### src/rtl/hier_leaf_pkg.sv
// Shared types and defaults for the sf9_* hierarchy leaf stage and its signature accumulator.
package hier_leaf_pkg;

  typedef enum logic [1:0] {
    ST_EMPTY,
    ST_ONE,
    ST_TWO
  } skid_state_t;

  localparam logic [31:0] HIER_SIG_SEED = 32'hA5A5_A5A5;

endpackage

### src/rtl/hier_leaf_sig_accum.sv
// Rotate-XOR signature and saturating beat counter over delivered beats.
// Parent checkers reuse this module to fold a whole subtree into one word.
module hier_leaf_sig_accum
  import hier_leaf_pkg::*;
#(
  parameter int               DATA_W   = 32,
  parameter int               CNT_W    = 16,
  parameter logic [DATA_W-1:0] SIG_SEED = HIER_SIG_SEED
) (
  input  logic              clk,
  input  logic              rst_n,
  input  logic              clr,
  input  logic              fire,
  input  logic [DATA_W-1:0] data,
  output logic [DATA_W-1:0] sig,
  output logic [CNT_W-1:0]  beat_cnt
);

  // NOTE: sequential state uses non-blocking assignments so every register samples pre-edge values.
  always_ff @(posedge clk) begin
    if (!rst_n || clr) begin
      // clr outranks a coincident transfer: that beat is neither folded in nor counted.
      sig      <= SIG_SEED;
      beat_cnt <= '0;
    end else if (fire) begin
      sig <= {sig[DATA_W-2:0], sig[DATA_W-1]} ^ data;
      if (beat_cnt != {CNT_W{1'b1}}) beat_cnt <= beat_cnt + 1'b1;
    end
  end

endmodule

### src/rtl/hier_leaf_skid_stage.sv
// Registered valid/ready leaf stage with a 2-entry skid buffer (out reg + skid reg).
// in_ready is a flop, so the upstream ready path never sees out_ready combinationally.
module hier_leaf_skid_stage
  import hier_leaf_pkg::*;
#(
  parameter int                DATA_W   = 32,
  parameter int                CNT_W    = 16,
  parameter logic [DATA_W-1:0] SIG_SEED = HIER_SIG_SEED
) (
  input  logic              clk,
  input  logic              rst_n,
  input  logic              in_valid,
  input  logic [DATA_W-1:0] in_data,
  output logic              in_ready,
  output logic              out_valid,
  output logic [DATA_W-1:0] out_data,
  input  logic              out_ready,
  output logic [DATA_W-1:0] sig,
  output logic [CNT_W-1:0]  beat_cnt,
  input  logic              clr
);

  skid_state_t       state;
  logic [DATA_W-1:0] skid_data;
  logic              in_fire;
  logic              out_fire;

  assign in_fire  = in_valid && in_ready;
  assign out_fire = out_valid && out_ready;

  always_ff @(posedge clk) begin
    if (!rst_n) begin
      state     <= ST_EMPTY;
      out_valid <= 1'b0;
      out_data  <= '0;
      in_ready  <= 1'b0;
    end else begin
      case (state)
        ST_EMPTY: begin
          in_ready <= 1'b1;
          if (in_fire) begin
            out_data  <= in_data;
            out_valid <= 1'b1;
            state     <= ST_ONE;
          end
        end
        ST_ONE: begin
          if (in_fire && out_fire) begin
            out_data <= in_data;
          end else if (out_fire) begin
            out_valid <= 1'b0;
            state     <= ST_EMPTY;
          end else if (in_fire) begin
            in_ready <= 1'b0;
            state    <= ST_TWO;
          end
        end
        ST_TWO: begin
          if (out_fire) begin
            out_data <= skid_data;
            in_ready <= 1'b1;
            state    <= ST_ONE;
          end
        end
        default: begin
          out_valid <= 1'b0;
          in_ready  <= 1'b0;
          state     <= ST_EMPTY;
        end
      endcase
    end
  end

  // NOTE: the skid reg is data-only storage; the FSM guards its contents, so it carries no reset.
  always_ff @(posedge clk) begin
    if (state == ST_ONE && in_fire && !out_fire) skid_data <= in_data;
  end

  hier_leaf_sig_accum #(
    .DATA_W  (DATA_W),
    .CNT_W   (CNT_W),
    .SIG_SEED(SIG_SEED)
  ) u_sig_accum (
    .clk     (clk),
    .rst_n   (rst_n),
    .clr     (clr),
    .fire    (out_fire),
    .data    (out_data),
    .sig     (sig),
    .beat_cnt(beat_cnt)
  );

endmodule
### config.mk
export PLATFORM = sky130hd
export DESIGN_NAME = hier_leaf_skid_stage
export DESIGN_NICKNAME = d
export VERILOG_FILES = /design/src/rtl/hier_leaf_pkg.sv /design/src/rtl/hier_leaf_sig_accum.sv /design/src/rtl/hier_leaf_skid_stage.sv
export SDC_FILE = /design/constraint.sdc
export NUM_CORES = 1
export LEC_CHECK = 0
export BUFFER_PORTS_ARGS = -buffer_cell sky130_fd_sc_hd__buf_2
export CAP_MARGIN = 10
export CORE_MARGIN = 2
export CORE_UTILIZATION = 55
export CTS_CLUSTER_SIZE = 40
export DETAILED_ROUTE_END_ITERATION = 12
export PLACE_DENSITY = 0.82
export SYNTH_ARGS = -nofsm -noshare
export SYNTH_HDL_FRONTEND = slang
export SYNTH_SLANG_ARGS = --single-unit
### constraint.sdc
create_clock -name clk -period 5.08 [get_ports clk]
set_input_delay 1.016 -clock clk [delete_from_list [all_inputs] [get_ports clk]]
set_output_delay 1.016 -clock clk [all_outputs]
set_load 0.03 [all_outputs]
# Word-level counts from Yosys, hierarchy flattened
# Cells that the tools add are included.
dict set report totals {
  ff_bits 116
  output_inout_bits 82
  input_bits 37
  wordCells 55
}
dict set report classes {
  eq_ne 11
  n_addsub 1
  reduce_logical 15
  bitwise 2
  mux 19
}
# cell count
set ops {}
lappend ops {{32-bit 2-to-1 mux} 3}
lappend ops {{32-bit one-hot mux with 3 select lines} 1}
lappend ops {{32-bit bitwise XOR} 1}
lappend ops {{16-bit by 1-bit adder with 16-bit output (second input constant)} 1}
lappend ops {{16-bit inequality test (second input constant)} 1}
lappend ops {{4-bit AND reduction} 4}
lappend ops {{2-bit inequality test (second input constant)} 7}
lappend ops {{2-bit 2-to-1 mux} 5}
lappend ops {{1-bit 2-to-1 mux} 7}
lappend ops {{1-bit one-hot mux with 3 select lines} 2}
lappend ops {{2-bit one-hot mux with 3 select lines} 1}
lappend ops {{1-bit logical AND} 5}
lappend ops {{3-bit inequality test (second input constant)} 1}
lappend ops {{3-bit nonzero test} 1}
lappend ops {{2-bit by 1-bit equality test with 1-bit output (second input constant)} 1}
lappend ops {{2-bit equality test (second input constant)} 1}
lappend ops {{1-bit zero test} 2}
lappend ops {{2-bit zero test} 1}
lappend ops {{2-bit AND reduction} 1}
lappend ops {{1-bit logical OR} 1}
lappend ops {{1-bit inverter} 1}

# Depth between registers and ports, before layout
dict set report logic_depth {
  depth_word 5
  mapped_depth 7
  mapped_depth_nobuf 5
}

# Modules after synthesis
# Synthesis repeated with hierarchy kept, for this count alone.
dict set report hier_totals {
  cells_unflattened 460
  hier_area_um2 5007.3
}
# mod cells_each instances seq_area_each_um2 area_each_um2
set by_module_without_submodules {}
lappend by_module_without_submodules {hier_leaf_skid_stage 212 1 1681.6 2862.7}
lappend by_module_without_submodules {hier_leaf_sig_accum 248 1 960.9 2144.6}

# Worst setup path after synthesis
# No wires, ideal clock.
dict set report synth_path {
  kind {input to register}
  startpoint {in out_ready}
  endpoint {reg skid_data[0], enable pin}
  path_stages 2
  required_time_ns 4.687
  setup_ns 0.393
  n_path_buf 0
  arrival_ns 2.282
  setup_slack_ns 2.405
  cell_sequence {a21boi_0 and2_1}
}
dict set report synth_via {
  elab_chain_len 3
}
# element line
set synth_lines {}
lappend synth_lines {{start, declared} hier_leaf_skid_stage.sv:17} ;# input logic out_ready,
lappend synth_lines {{1-bit logical AND} hier_leaf_skid_stage.sv:29} ;# assign out_fire = out_valid && out_ready;
lappend synth_lines {{1-bit zero test} hier_leaf_skid_stage.sv:76} ;# if (state == ST_ONE && in_fire && !out_fire) skid_data <= in_data;
lappend synth_lines {{1-bit logical AND} hier_leaf_skid_stage.sv:76}
lappend synth_lines {{end signal, assigned} hier_leaf_skid_stage.sv:76}
lappend synth_lines {{end, declared} hier_leaf_skid_stage.sv:24} ;# logic [DATA_W-1:0] skid_data;
# No other way between the ends.
# A chain may end at the register's enable or synchronous reset.

# Worst setup path in the final report
dict set report layout_path {
  startpoint {in out_ready}
  endpoint {reg out_data[24]}
}
dict set report layout_via {
  elab_chain_len 4
  elab_cells_between_ends 5
  classes_between {eq/ne (2); reduce/logical (3)}
}
# element line
set layout_lines {}
lappend layout_lines {{1-bit logical AND *} hier_leaf_skid_stage.sv:29}
lappend layout_lines {{1-bit logical AND} hier_leaf_skid_stage.sv:48} ;# if (in_fire && out_fire) begin
lappend layout_lines {{2-bit inequality test (no line)} n/a}
lappend layout_lines {{4-bit AND reduction (no line) *} n/a}
lappend layout_lines {{end signal, assigned} hier_leaf_skid_stage.sv:42} ;# out_data <= in_data;
lappend layout_lines {{end signal, assigned} hier_leaf_skid_stage.sv:49} ;# out_data <= in_data;
lappend layout_lines {{end signal, assigned} hier_leaf_skid_stage.sv:60} ;# out_data <= skid_data;
lappend layout_lines {{end, declared} hier_leaf_skid_stage.sv:16} ;# output logic [DATA_W-1:0] out_data,
# Every way passes the cells marked *; elsewhere a longest branch is shown, timed or not.

==> results.sh <==
export IMPL_status="finished, final reports clean"
export IMPL_cp_cell_sequence="buf_2 > a21boi_0 > o31ai_4 > buf_4 > nand2_1 > o211a_1"
export IMPL_io_pins=119
export IMPL_syn_cell_area_mm2=0.004878
export IMPL_synth_cells=440
export IMPL_drtIter0Drc=114
export IMPL_gr_total_overflow=0
export IMPL_synth_fp_nets=478
export IMPL_r2r_start="out_valid$_SDFFE_PN0P_"
export IMPL_hold_ws_ps=507.2
export IMPL_rsz0062_at_grt="no"
export IMPL_max_cap_violations=0
export IMPL_cts_setup_buffers=0
export IMPL_timing_final_crit_share=0.4953
export IMPL_nNetsFinal=590
export IMPL_dr_total_vias=3860
export IMPL_crit_family="compound AO/OA/AOI/OAI gates"
export IMPL_clockBufferDepth=2
export IMPL_ys_warn_count=0
export IMPL_grtUsageTotal=0.2437
export IMPL_post_cts_resized=0
export IMPL_die_w_um=98.18
export IMPL_start_util=0.5621
export IMPL_routed_via_density=5.736
export IMPL_drt_wl_total_um=11500
export IMPL_wl_per_cell_um=17.08
export IMPL_p_leak_nw=2.684
export IMPL_fp_row_count=34
export IMPL_firstDrtPassIters=4
export IMPL_hold_violations=0
export IMPL_syn_area_per_cell_um2=11.09
export IMPL_synthArstFlopShare=0
export IMPL_crit_start="out_ready"
export IMPL_cts_sinks=116
export IMPL_critical_path_class="input port to register"
export IMPL_endpoint_kind="register"
export IMPL_clockRootBuffer="clkbuf_8"
export IMPL_skew_ps=13.27
export IMPL_seq_area_frac_synth=0.5417
export IMPL_core_mm2=0.008678
export IMPL_dieArea_mm2=0.009639
export IMPL_min_period_ps=2516
export IMPL_fin_total_pwr_mw=2.326
export IMPL_hp_class="register to register"
export IMPL_power_per_cell_area_mw_per_mm2=385.5
export IMPL_clkTransAtPathRegs_ps=60
export IMPL_syn_to_final_growth_pct=23.70
export IMPL_worstMarginPinSlew_ps=868.3
export IMPL_crit_buf_inv=2
export IMPL_grt_max_degree=45
export IMPL_synthFlopType="dfxtp_1"
export IMPL_hpwl_um=7638
export IMPL_min_from="u_sig_accum.beat_cnt[4]$_SDFFE_PP0P_"
export IMPL_fmax_ghz=0.3974
export IMPL_required_ps=5480
export IMPL_cts_tree="yes"
export IMPL_grt_pass1_wl_um=18710
export IMPL_critPathArrivalTime_ps=2910
export IMPL_final_setup_tns_ps=0
export IMPL_ctsHoldBuffers=0
export IMPL_cp_max_fo=42
export IMPL_htreeDepth=4
export IMPL_num_antenna_cells=0
export IMPL_antenna_found_initial=0
export IMPL_port_buffers=118
export IMPL_synth_seq_cells=116
export IMPL_drc=0
export IMPL_routabilityCongestion=0.7875
export IMPL_die_h_um=98.18
export IMPL_report_final_slew_viol_count=0
export IMPL_crit_slowest_cell="o31ai_4"
export IMPL_setup_viol=0
export IMPL_grt_pass1_vias=3780
export IMPL_ys_types=49
export IMPL_max_stage_delay_ps=780
export IMPL_slew_headroom=0.4211
export IMPL_numCtsBuffers=17
export IMPL_clkLatencyLatePin_ps=510
export IMPL_drive_gt1_frac=0.2832
export IMPL_ir_worst_vdd_mv=0.2607
export IMPL_drtAntennaViolNets=0
export IMPL_start_kind="input port"
export IMPL_synth_edf_count=32
## logic make-up (layout without fill, tap and decap cells)
| group | Yosys count | after routing | share of synthesized area |
|---|---|---|---|
| AO/OA/AOI/OAI | 106 | 106 | 0.1713 |
| XOR/XNOR | 33 | 33 | 0.05925 |
| adder cells (fa/ha/maj) | 1 | 1 | 0.002564 |
| buffers and inverters | 30 | 155 | 0.02847 |
| flip-flops | 116 | 116 | 0.5417 |
| multiplexers | 33 | 33 | 0.06771 |
| AND/OR/NAND/NOR | 121 | 121 | 0.1290 |
## worst register-to-register path, delay by kind of cell (launching register included)
| kind | cells | cell delay [ps] |
|---|---|---|
| compound gates | 3 | 1150 |
| buf+inv | 1 | 510 |
| flops | 1 | 410 |
| simple gates | 1 | 160 |
## synth_stat cells (2+ instances only)
cell | number | area share
o21ai_0 | 10 | 0.010
nand4_4 | 2 | 0.0087
xnor2_1 | 32 | 0.057
nand3_1 | 3 | 0.0031
buf_2 | 11 | 0.011
nor3_1 | 2 | 0.0021
and2_1 | 3 | 0.0038
nor2b_1 | 3 | 0.0038
o211ai_1 | 17 | 0.026
or3_1 | 6 | 0.0077
a211oi_1 | 16 | 0.025
nand4_1 | 5 | 0.0064
and4_1 | 2 | 0.0036
buf_4 | 2 | 0.0031
a21oi_1 | 18 | 0.018
or3_2 | 2 | 0.0031
dfxtp_1 | 84 | 0.34
edfxtp_1 | 32 | 0.20
mux2i_1 | 33 | 0.068
clkbuf_1 | 12 | 0.0092
buf_1 | 2 | 0.0015
nand2b_1 | 2 | 0.0026
o31ai_1 | 4 | 0.0062
nand2_1 | 58 | 0.045
or4_1 | 4 | 0.0062
nor2_1 | 21 | 0.016
o211a_1 | 32 | 0.066
## layout by cell type, fill, tap and decap left out, types with 3 or more instances in the layout
| cell type | n |
|---|---|
| buf_2 | 118 |
| dfxtp_1 | 84 |
| nand2_1 | 58 |
| mux2i_1 | 33 |
| xnor2_1 | 32 |
| o211a_1 | 32 |
| edfxtp_1 | 32 |
| nor2_1 | 21 |
| a21oi_1 | 18 |
| o211ai_1 | 17 |
| a211oi_1 | 16 |
| clkbuf_16 | 16 |
| o21ai_0 | 10 |
| clkbuf_1 | 7 |
| or3_1 | 6 |
| nand4_1 | 5 |
| clkinv_2 | 5 |
| o31ai_1 | 4 |
| or4_1 | 4 |
| nand3_1 | 3 |
| buf_4 | 3 |
## layer usage
| layer | share of wire | global-route usage | vias to the layer above |
|---|---|---|---|
| met1 | 0.42 | 0.3025 | 1872 |
| met2 | 0.50 | 0.4036 | 129 |
| li1 | - | - | 1849 |
| met5 | 0 | 0 | - |
| met3 | 0.072 | 0.08160 | 10 |
| met4 | 0.010 | 0.07903 | 0 |
## stage by stage
| stage | util | cell area (um^2) | cells | setup slack, ps |
|---|---|---|---|---|
| after floorplan | - | 4878 | 440 | 2405 |
| after detailed placement | 0.6342 | 5504 | 640 | 2077 |
| after CTS | 0.6922 | 6007 | 672 | 2578 |
| after global placement | 0.6342 | 5504 | 640 | 2199 |
| after global routing | 0.6954 | 6035 | 673 | 2385 |
| final | 0.6954 | 6035 | 673 | 2564 |
## where the power goes
part / internal, mW / switching [mW]
logic: 0.0999 / 0.173
clock network: 0.638 / 0.382
registers: 0.993 / 0.0404
total: 1.73 / 0.595
## layout make-up
class,count,area (um^2)
sequential,116,2643
multi-input combinational,294,2110
fill,652,2644
timing repair buffer,122,640.6
inverter,1,3.754
tap,108,135.1
clock buffer,24,440.4
clock inverter,8,62.56
## state kept, by name, indices dropped and copies added (netlist names)
register	count
out_valid	1
u_sig_accum.sig	32
out_data	32
state	2
skid_data	32
in_ready	1
u_sig_accum.beat_cnt	16
## path summary, 6_finish.rpt
check                                              end  slack [ps]  cells after the start
setup / recovery             out_data[24]$_SDFFE_PN0P_        2560                      6
hold / removal    u_sig_accum.beat_cnt[4]$_SDFFE_PP0P_         510                      2
setup reg to reg             out_data[24]$_SDFFE_PN0P_        2750                      5
hold reg to reg   u_sig_accum.beat_cnt[4]$_SDFFE_PP0P_         510                      2
Power figures use the tool's default switching activity.
